==> src/rtl/gates_bist_if.sv <==
// Signal bundle between the BIST sequencer, its control source and the gates datapath.
// The slave side is the sequencer; the master side is the lab controller plus gates instance.
interface gates_bist_if;
    logic        start;
    logic        abort;
    logic        a;
    logic        b;
    logic        y_and;
    logic        y_or;
    logic        y_xor;
    logic        busy;
    logic        done;
    logic        pass;
    logic [3:0]  fail_mask;
    logic [11:0] result;

    modport master (
        output start, abort, y_and, y_or, y_xor,
        input  a, b, busy, done, pass, fail_mask, result
    );

    modport slave (
        input  start, abort, y_and, y_or, y_xor,
        output a, b, busy, done, pass, fail_mask, result
    );
endinterface

==> src/rtl/gates_bist.sv <==
// Built-in self-test sequencer: walks all four {b,a} vectors through a gates instance,
// waits SETTLE cycles per vector, captures and checks the AND/OR/XOR responses.
module gates_bist #(
    parameter int unsigned SETTLE = 2
) (
    input  logic         clk,
    input  logic         rst_n,
    gates_bist_if.slave  bus
);

    typedef enum logic [1:0] {
        ST_IDLE   = 2'd0,
        ST_WAIT   = 2'd1,
        ST_SAMPLE = 2'd2,
        ST_DONE   = 2'd3
    } state_t;

    localparam logic [3:0] SETTLE_M1 = 4'(SETTLE - 1);

    // Reference response of a fault-free gates block, packed as {and,or,xor}.
    function automatic logic [2:0] expect_fn(input logic b_in, input logic a_in);
        return {b_in & a_in, b_in | a_in, b_in ^ a_in};
    endfunction

    state_t      state_r, state_s;
    logic [1:0]  idx_r, idx_s;
    logic [3:0]  cnt_r, cnt_s;
    logic [1:0]  vec_r, vec_s;
    logic        busy_r, busy_s;
    logic        done_r, done_s;
    logic        pass_r, pass_s;
    logic [3:0]  fail_mask_r, fail_mask_s;
    logic [11:0] result_r, result_s;
    logic [2:0]  captured_s;
    logic        mismatch_s;

    assign captured_s = {bus.y_and, bus.y_or, bus.y_xor};
    // Expected values come from the registered stimulus, not from the vector index.
    assign mismatch_s = (captured_s != expect_fn(vec_r[1], vec_r[0]));

    // Next-state and next-output decode for the sequencer.
    always_comb begin
        state_s     = state_r;
        idx_s       = idx_r;
        cnt_s       = cnt_r;
        vec_s       = vec_r;
        pass_s      = pass_r;
        fail_mask_s = fail_mask_r;
        result_s    = result_r;

        case (state_r)
            ST_IDLE: begin
                if (bus.start && !bus.abort) begin
                    state_s     = ST_WAIT;
                    idx_s       = 2'd0;
                    vec_s       = 2'b00;
                    cnt_s       = SETTLE_M1;
                    result_s    = 12'h000;
                    fail_mask_s = 4'b0000;
                    pass_s      = 1'b0;
                end else begin
                    state_s = ST_IDLE;
                end
            end
            ST_WAIT: begin
                if (bus.abort) begin
                    state_s = ST_IDLE;
                    vec_s   = 2'b00;
                    pass_s  = 1'b0;
                end else if (cnt_r == 4'd0) begin
                    state_s = ST_SAMPLE;
                end else begin
                    cnt_s = cnt_r - 4'd1;
                end
            end
            ST_SAMPLE: begin
                if (bus.abort) begin
                    state_s = ST_IDLE;
                    vec_s   = 2'b00;
                    pass_s  = 1'b0;
                end else begin
                    result_s[3*idx_r +: 3] = captured_s;
                    fail_mask_s[idx_r]     = mismatch_s;
                    if (idx_r == 2'd3) begin
                        // Resolve pass here so it is already valid during the done pulse.
                        state_s = ST_DONE;
                        pass_s  = (fail_mask_s == 4'b0000);
                    end else begin
                        state_s = ST_WAIT;
                        idx_s   = idx_r + 2'd1;
                        vec_s   = idx_r + 2'd1;
                        cnt_s   = SETTLE_M1;
                    end
                end
            end
            ST_DONE: begin
                state_s = ST_IDLE;
                vec_s   = 2'b00;
                pass_s  = (fail_mask_r == 4'b0000);
            end
            default: begin
                state_s = ST_IDLE;
                vec_s   = 2'b00;
            end
        endcase

        busy_s = (state_s == ST_WAIT) || (state_s == ST_SAMPLE);
        done_s = (state_s == ST_DONE);
    end

    // State and output registers; every output is a flop so nothing glitches.
    always_ff @(posedge clk or negedge rst_n) begin
        if (!rst_n) begin
            state_r     <= ST_IDLE;
            idx_r       <= 2'd0;
            cnt_r       <= 4'd0;
            vec_r       <= 2'b00;
            busy_r      <= 1'b0;
            done_r      <= 1'b0;
            pass_r      <= 1'b0;
            fail_mask_r <= 4'b0000;
            result_r    <= 12'h000;
        end else begin
            state_r     <= state_s;
            idx_r       <= idx_s;
            cnt_r       <= cnt_s;
            vec_r       <= vec_s;
            busy_r      <= busy_s;
            done_r      <= done_s;
            pass_r      <= pass_s;
            fail_mask_r <= fail_mask_s;
            result_r    <= result_s;
        end
    end

    assign bus.a         = vec_r[0];
    assign bus.b         = vec_r[1];
    assign bus.busy      = busy_r;
    assign bus.done      = done_r;
    assign bus.pass      = pass_r;
    assign bus.fail_mask = fail_mask_r;
    assign bus.result    = result_r;

endmodule
==> src/flat_wrapper.sv <==
// flat-port wrapper written by rule: the top's interface ports become plain ports
module gates_bist_flat 
#(
    parameter int unsigned SETTLE = 2
)
  (clk, rst_n, bus_start, bus_abort, bus_y_and, bus_y_or, bus_y_xor, bus_a, bus_b, bus_busy, bus_done, bus_pass, bus_fail_mask, bus_result);
  gates_bist_if bus_i ();
  input  logic clk;
  input  logic rst_n;
  input wire logic [$bits(bus_i.start)-1:0] bus_start;
  input wire logic [$bits(bus_i.abort)-1:0] bus_abort;
  input wire logic [$bits(bus_i.y_and)-1:0] bus_y_and;
  input wire logic [$bits(bus_i.y_or)-1:0] bus_y_or;
  input wire logic [$bits(bus_i.y_xor)-1:0] bus_y_xor;
  output wire logic [$bits(bus_i.a)-1:0] bus_a;
  output wire logic [$bits(bus_i.b)-1:0] bus_b;
  output wire logic [$bits(bus_i.busy)-1:0] bus_busy;
  output wire logic [$bits(bus_i.done)-1:0] bus_done;
  output wire logic [$bits(bus_i.pass)-1:0] bus_pass;
  output wire logic [$bits(bus_i.fail_mask)-1:0] bus_fail_mask;
  output wire logic [$bits(bus_i.result)-1:0] bus_result;
  assign bus_i.start = bus_start;
  assign bus_i.abort = bus_abort;
  assign bus_i.y_and = bus_y_and;
  assign bus_i.y_or = bus_y_or;
  assign bus_i.y_xor = bus_y_xor;
  assign bus_a = bus_i.a;
  assign bus_b = bus_i.b;
  assign bus_busy = bus_i.busy;
  assign bus_done = bus_i.done;
  assign bus_pass = bus_i.pass;
  assign bus_fail_mask = bus_i.fail_mask;
  assign bus_result = bus_i.result;
  gates_bist #(.SETTLE(SETTLE)) u_core (.clk(clk), .rst_n(rst_n), .bus(bus_i));
endmodule
==> config.mk <==
export PLATFORM = sky130hd
export DESIGN_NAME = gates_bist_flat
export DESIGN_NICKNAME = d
export VERILOG_FILES = /design/src/rtl/gates_bist_if.sv /design/src/rtl/gates_bist.sv /design/src/flat_wrapper.sv
export SDC_FILE = /design/constraint.sdc
export NUM_CORES = 1
export LEC_CHECK = 0
export CAP_MARGIN = 25
export CORE_MARGIN = 8
export CORE_UTILIZATION = 51
export CTS_CLUSTER_DIAMETER = 30
export DETAILED_ROUTE_END_ITERATION = 10
export GPL_TIMING_DRIVEN = 0
export PLACE_DENSITY = 0.88
export SLEW_MARGIN = 10
export SYNTH_ARGS = -nofsm -noshare
export SYNTH_HDL_FRONTEND = slang
export SYNTH_SLANG_ARGS = --single-unit
==> constraint.sdc <==
create_clock -name clk -period 2.29 [get_ports clk]
set_clock_uncertainty 0.1 [all_clocks]
set_input_delay 0.229 -clock clk [delete_from_list [all_inputs] [get_ports clk]]
set_output_delay 0.229 -clock clk [all_outputs]
set_load 0.01 [all_outputs]
==> results.json <==
{
  "max_slew_margin_pct": 56.4,
  "dr.pass1.iters": 4,
  "nNetsFinal": 205,
  "r2r_setup_slack_ns": 0.22,
  "p_total_mw": 1.30,
  "num_antenna_cells": 0,
  "synth_area_leader_cell": "dfrtp_1",
  "dp_slack_ns": 0.131,
  "die_w_um": 71.1,
  "power.density_mw_per_mm2": 662,
  "rsz0062_at_grt": "no",
  "yosysUniqueCellTypes": 40,
  "outcome": "completed",
  "cp-startpoint": "u_core.idx_r[0]",
  "fin_crit_ns": 2.07,
  "place_inst": 211,
  "clockBufferDepth": 2,
  "r2r-start": "u_core.idx_r[0]",
  "finalSetupViolations": 0,
  "drc_errors": 0,
  "die_area_mm2": 0.00506,
  "fmax_ghz": 0.482,
  "start_kind": "flip-flop",
  "yosysWarnings": 0,
  "end_kind": "flip-flop",
  "drv_slew": 0,
  "layout_setup_ws_ns": 0.216,
  "synth_edf_count": 0,
  "layout-drive-gt1-share_pct": 8.06,
  "cap_violations": 0,
  "grtUsageTotal_pct": 15.8,
  "rr_worst_depth": 6,
  "crit_fanout": 10,
  "worstPathRequired_ns": 2.47,
  "finalNonFillerCells": 219,
  "async_flop_share_pct": 100,
  "vias": 1282,
  "cts-hold-fix-buffers": 0,
  "synth_nets": 170,
  "syn_inst": 150,
  "postCtsSetupRepairBufs": 0,
  "io_pins": 28,
  "antenna_left": 0,
  "htree_levels": 2,
  "synth_most_common_cell": "dfrtp_1",
  "arrival_ns": 2.25,
  "syn_area_mm2": 0.00155,
  "grt_max_degree": 18,
  "p_leak_nw": 0.890,
  "hold_viol": 0,
  "ys_seq_elements": 29,
  "insertion_delay_ns": 0.33,
  "start_util_pct": 52.0,
  "clkTransAtPathRegs_ns": 0.09,
  "core_area_mm2": 0.00298,
  "place.gp.congestion": 0.898,
  "synth_area_leaders": "dfrtp_1 (47%), ha_1 (11%), a22o_1 (6.8%), o21ai_0 (4.5%), nor2_1 (3.2%)",
  "tightest_slew_ns": 0.652,
  "finalWirelength_mm": 3.57,
  "io_buffers": 27,
  "yosysTopAreaCellShare_pct": 46.8,
  "cts_num_sinks": 29,
  "grt_pass1_wl_mm": 6.32,
  "cts_made_buffers": 5,
  "rows": 20,
  "peakVddDrop_uv": 603,
  "holdWs_ns": 0.186,
  "area_growth_pct": 26.4,
  "antenna_found_initial": 0,
  "fin_crit_sh_pct": 90.6,
  "first_global_vias": 1403,
  "critical_path_class": "reg -> reg",
  "root_buffer": "clkbuf_4",
  "final_area_mm2": 0.00196,
  "fillers": 258,
  "setup_tns_ns": 0,
  "ctsResizeCount": 0,
  "cts_tree": "yes",
  "hold_class": "in -> async",
  "dpl_cell_area_mm2": 0.00189,
  "avgSynthCellArea_um2": 10.3,
  "routedWlPerCell_um": 16.3,
  "viasPerCell": 5.85,
  "drt_iter0_drc": 53,
  "die-height_um": 71.1,
  "fin_util_pct": 65.8,
  "yosysSeqAreaShare_pct": 46.8,
  "dp_hpwl_mm": 2.80,
  "ys_dominant_reg_cell": "dfrtp_1",
  "grt-ovfl-total": 0,
  "synth_common_cells": "dfrtp_1 (29), o21ai_0 (14), ha_1 (13), nor2_1 (13)"
}
cell usage in the layout, fill, tap and decap left out, types with 3 or more instances in the layout:
cell and instances:
dfrtp_1 29, clkdlybuf4s50_1 27, o21ai_0 14, nor2_1 13, ha_1 13, inv_1 12, a22o_1 12, nand2_1 5
a21oi_1 5, clkbuf_4 5, nand3_1 4, nor2b_1 3, nor4_1 3, or4_1 3
final cells by class:
type / instances / area [um2] / area share, %
buffer: 4 / 26.3 / 1.34
multi-input combinational: 105 / 752 / 38.4
sequential: 29 / 726 / 37.1
clock buffer: 7 / 65.1 / 3.32
clock inverter: 1 / 5.00 / 0.256
tap: 33 / 41.3 / 2.11
timing repair buffer: 28 / 298 / 15.2
inverter: 12 / 45.0 / 2.30
cells by family after synthesis:
kind of cell               synth area share [%]
adders and majority gates                  10.5
DFF                                        46.9
and+or+nand+nor                            18.0
muxes                                     0.727
xor gates and xnor gates                   1.70
AOI/OAI and AO/OA                          17.6
buffers and inverters                      4.60
worst paths after layout:
kind                                        endpoint
worst min-delay path            u_core.bus.result[9]
min in group clk                u_core.bus.result[3]
worst min register to register  u_core.bus.result[3]
worst max register to register       u_core.bus.pass
worst max-delay path                 u_core.bus.pass
max in group asynchronous            u_core.idx_r[1]
flip-flops by register name, indices dropped and copies added, names as in the netlist:
name,cells
u_core.bus.busy,1
u_core.bus.done,1
u_core.bus.fail_mask,4
u_core.bus.pass,1
u_core.bus.result,12
u_core.cnt_r,4
u_core.idx_r,2
u_core.state_r,2
u_core.vec_r,2
routing by layer:
metal	vias up	global-route usage (%)	routed length (um)
li1	613	-	-
met1	619	16.3	1420
met2	40	28.0	1820
met3	10	4.66	243
met4	0	8.55	93
met5	-	0	0
worst max-delay path, stage by stage (launching register included):
cell     delay, ns
dfrtp_1       0.50
inv_1         0.21
ha_1          0.26
inv_1         0.09
a221o_1       0.34
or4_1         0.41
nand3_1       0.10
where the power goes:
part	total [mW]	switching, mW	internal (mW)
Sequential	0.604	0.0413	0.562
Combinational	0.332	0.186	0.146
Clock	0.361	0.184	0.178
Power figures use the tool's default switching activity.
==> RTL change (config.mk and constraints unchanged) <==
The 4 states of `state_t` get a Gray code encoding in 2 bits.
--- a/src/rtl/gates_bist.sv
+++ b/src/rtl/gates_bist.sv
@@ -11,6 +11,6 @@
     typedef enum logic [1:0] {
-        ST_IDLE   = 2'd0,
-        ST_WAIT   = 2'd1,
-        ST_SAMPLE = 2'd2,
-        ST_DONE   = 2'd3
+        ST_IDLE   = 2'b00,
+        ST_WAIT   = 2'b01,
+        ST_SAMPLE = 2'b11,
+        ST_DONE   = 2'b10
     } state_t;
Check against the original RTL: no difference found for any inputs over 10 cycles, from zero or initial values and one cycle with rst_n low; not proved beyond that.
==> RTL change against the unedited design <==
Synthesized area up 15%; final area up 11%; sequential cell count unchanged; utilization down 0.81 points; final cell count up 18%; global-route usage down 1.4 points; wire length up 3.9%; first-iteration DRC count up 13%; synthesized cell count up 19%; die area up 11%; worst setup slack better by 9.2 ps.
Power is not compared: it rests on default switching activity, and its combinational part moved more than twofold at a synthesized area within 25%.
==> RTL change: results (changes against the unedited design) <==
----------------------------------------------------
[Critical path]
  Biggest fanout along the worst timing path ... 10 (unchanged)
  Max stage delay cell, worst path ... dfrtp_1
  Critical register-to-register path endpoint ... u_core.bus.result[11]$_DFFE_PN0P_
  Critical Path Max Stage Delay ... 400 ps (-100 ps)
  R2R depth ... 7 (+1)
  Worst reg2reg startpoint ... u_core.state_r[0]$_DFF_PN0_
  Arrival time of data at the critical path endpoint ... 2180 ps (-70 ps)

[Synth]
  Dominant cells by area after synthesis ... dfrtp_1 41%, ha_1 11%, mux2i_1 5.6%
  Count of unique library cells instantiated by Yosys ... 41 (+2.5%)
  Post-synthesis sequential area ratio ... 40.8% (-6.1 points)
  Net count after synthesis ... 201 (+18%)
  Most frequent cells after synthesis ... 29 x dfrtp_1, 25 x inv_1, 16 x ha_1, 11 x nand2_1

[Global routing]
  Global Route Usage Sum ... 14.4% (-1.4 points)
  Pin count of the biggest net entering global routing ... 30 (+12)
  Grt met3 use ... 4.39% (-0.27 points)
  Met2 Track Usage GR ... 24.7% (-3.3 points)
  Number of antenna violations at the first check in global routing ... 0 (unchanged)
  Vias in the first global route ... 1,424 (+1.5%)
  Met1 routing resource usage after global routing ... 16.4% (+0.088 points)
  Global-route wire length before repair ... 6290 µm (-0.44%)

[Clock tree]
  Clk root buf ... clkbuf_4
  Post CTS Setup Buffer Count ... 0 (unchanged)
  H-tree depth reported by CTS ... 2 (unchanged)
  Hold buffer count at CTS ... 1 (+1)
  CTS buffer count ... 5 (unchanged)
  Clock Path Buffers ... 2 (unchanged)
  Register clock-pin slew on the reported worst setup and hold paths ... 90 ps (about the same)
  Worst-Skew Late Latency ... 320 ps

[Timing]
  Worst-Margin Slew ... 648 ps (-3.75 ps)
  Crit path setup slack, layout ... 225 ps (+9.23 ps)

[Place]
  Routability Congestion ... 0.860 (-4.2%)
  HPWL after detailed placement ... 2890 µm (+3.0%)
  Number of port buffers ... 27 (unchanged)
  Pre-CTS worst setup slack ... 221 ps (+90.5 ps)

[Power]
  Max VDD drop ... 0.310 mV
  Leak pwr ... 0.979 nW

[Worst hold path]
  Hold WC Path Type ... input pin to async pin

[Cells and area]
  Max reg flops ... 12 (unchanged)
  FILL cells ... 294 (+14%)
  Share of final-layout standard cells stronger than drive strength 1 ... 11.7% (+3.7 points)
  NumNets Final ... 236 (+15%)
  Final design utilization ... 64.9% (-0.81 points)

[Route]
  Post-detailed-route via-to-cell ratio ... 5.48 (-6.3%)
  DRC marker count from the first detailed-route iteration ... 60 (+13%)
  Total iterations of the first detailed-routing run ... 4 (unchanged)
  Routed WL ... 3710 µm (+3.9%)

[Status]
  Outcome ... completed

[Flow run]
  Count of maximum capacitance violations ... 0 (unchanged)

----------------------------------------------------
## RTL change: cell count changes after synthesis, moves of 6 or more
cell	change
inv_1	+13
mux2i_1	+10
o21ai_0	-9
a22o_1	-8
mux2_2	+7
nand2_1	+6
## RTL change: worst max-delay path by stage
stage,cells after the start,startpoint,to
after global routing,6,u_core.state_r[1]$_DFF_PN0_,u_core.cnt_r[0]$_DFFE_PN0P_
final,7,u_core.state_r[0]$_DFF_PN0_,u_core.bus.result[11]$_DFFE_PN0P_
after CTS,7,u_core.state_r[0]$_DFF_PN0_,u_core.bus.result[11]$_DFFE_PN0P_
after floorplan,7,u_core.state_r[0]$_DFF_PN0_,u_core.bus.result[10]$_DFFE_PN0P_
after detailed placement,7,u_core.state_r[0]$_DFF_PN0_,u_core.bus.result[11]$_DFFE_PN0P_
after global placement,7,u_core.state_r[0]$_DFF_PN0_,u_core.bus.result[9]$_DFFE_PN0P_
## RTL change: power breakdown
group | switching (W) | leakage, nW | internal [W]
Clock | 0.000169 | 0.0314 | 0.000145
Sequential | 0.0000111 | 0.397 | 0.000527
Combinational | 0.0000812 | 0.551 | 0.0000666
Total | 0.000262 | 0.979 | 0.000739
## RTL change: cells by family after synthesis
logic type,Yosys count,share of synthesized area [%]
DFF,29,40.8
muxes,18,10.7
AOI/OAI and AO/OA,34,14.4
xor gates and xnor gates,3,1.48
adders and majority gates,16,11.3
and+or+nand+nor,49,14.9
buffers and inverters,29,6.47
## RTL change: metal layers
| metal | routed length (µm) | up-vias | part of all wire, % |
|---|---|---|---|
| met5 | 0 | - | 0 |
| met4 | 45 | 0 | 1.2 |
| met3 | 234 | 6 | 6.3 |
| met2 | 1870 | 31 | 50 |
| met1 | 1560 | 698 | 42 |
| li1 | - | 685 | - |
## RTL change: stage by stage
| stage | cells | hold slack, ps | cell area, µm² | total power (W) |
|---|---|---|---|---|
| final | 259 | 361 | 2170 | 0.00100 |
| after detailed placement | 251 | 194 | 2100 | 0.000697 |
| after global routing | 259 | 405 | 2170 | 0.00106 |
| after CTS | 259 | 374 | 2170 | 0.00101 |
| after global placement | 251 | 389 | 2110 | 0.000691 |
| after floorplan | 178 | -167 | 1780 | 0.000641 |
## RTL change: layout make-up
cell class / count / area share, %
Timing Repair Buffer: 28 / 12.7
Buffer: 4 / 0.982
Sequential cell: 29 / 33.5
Tap cell: 46 / 2.66
Inverter: 25 / 4.33
Multi-Input combinational cell: 120 / 43.3
Clock buffer: 7 / 2.54
## RTL change: critical path, delay by kind of cell (launching register included)
family / cells / cell delay (ps)
buf+inv: 2 / 280
fa+ha+maj: 1 / 250
simple gates: 2 / 420
mux: 2 / 520
flops: 1 / 400
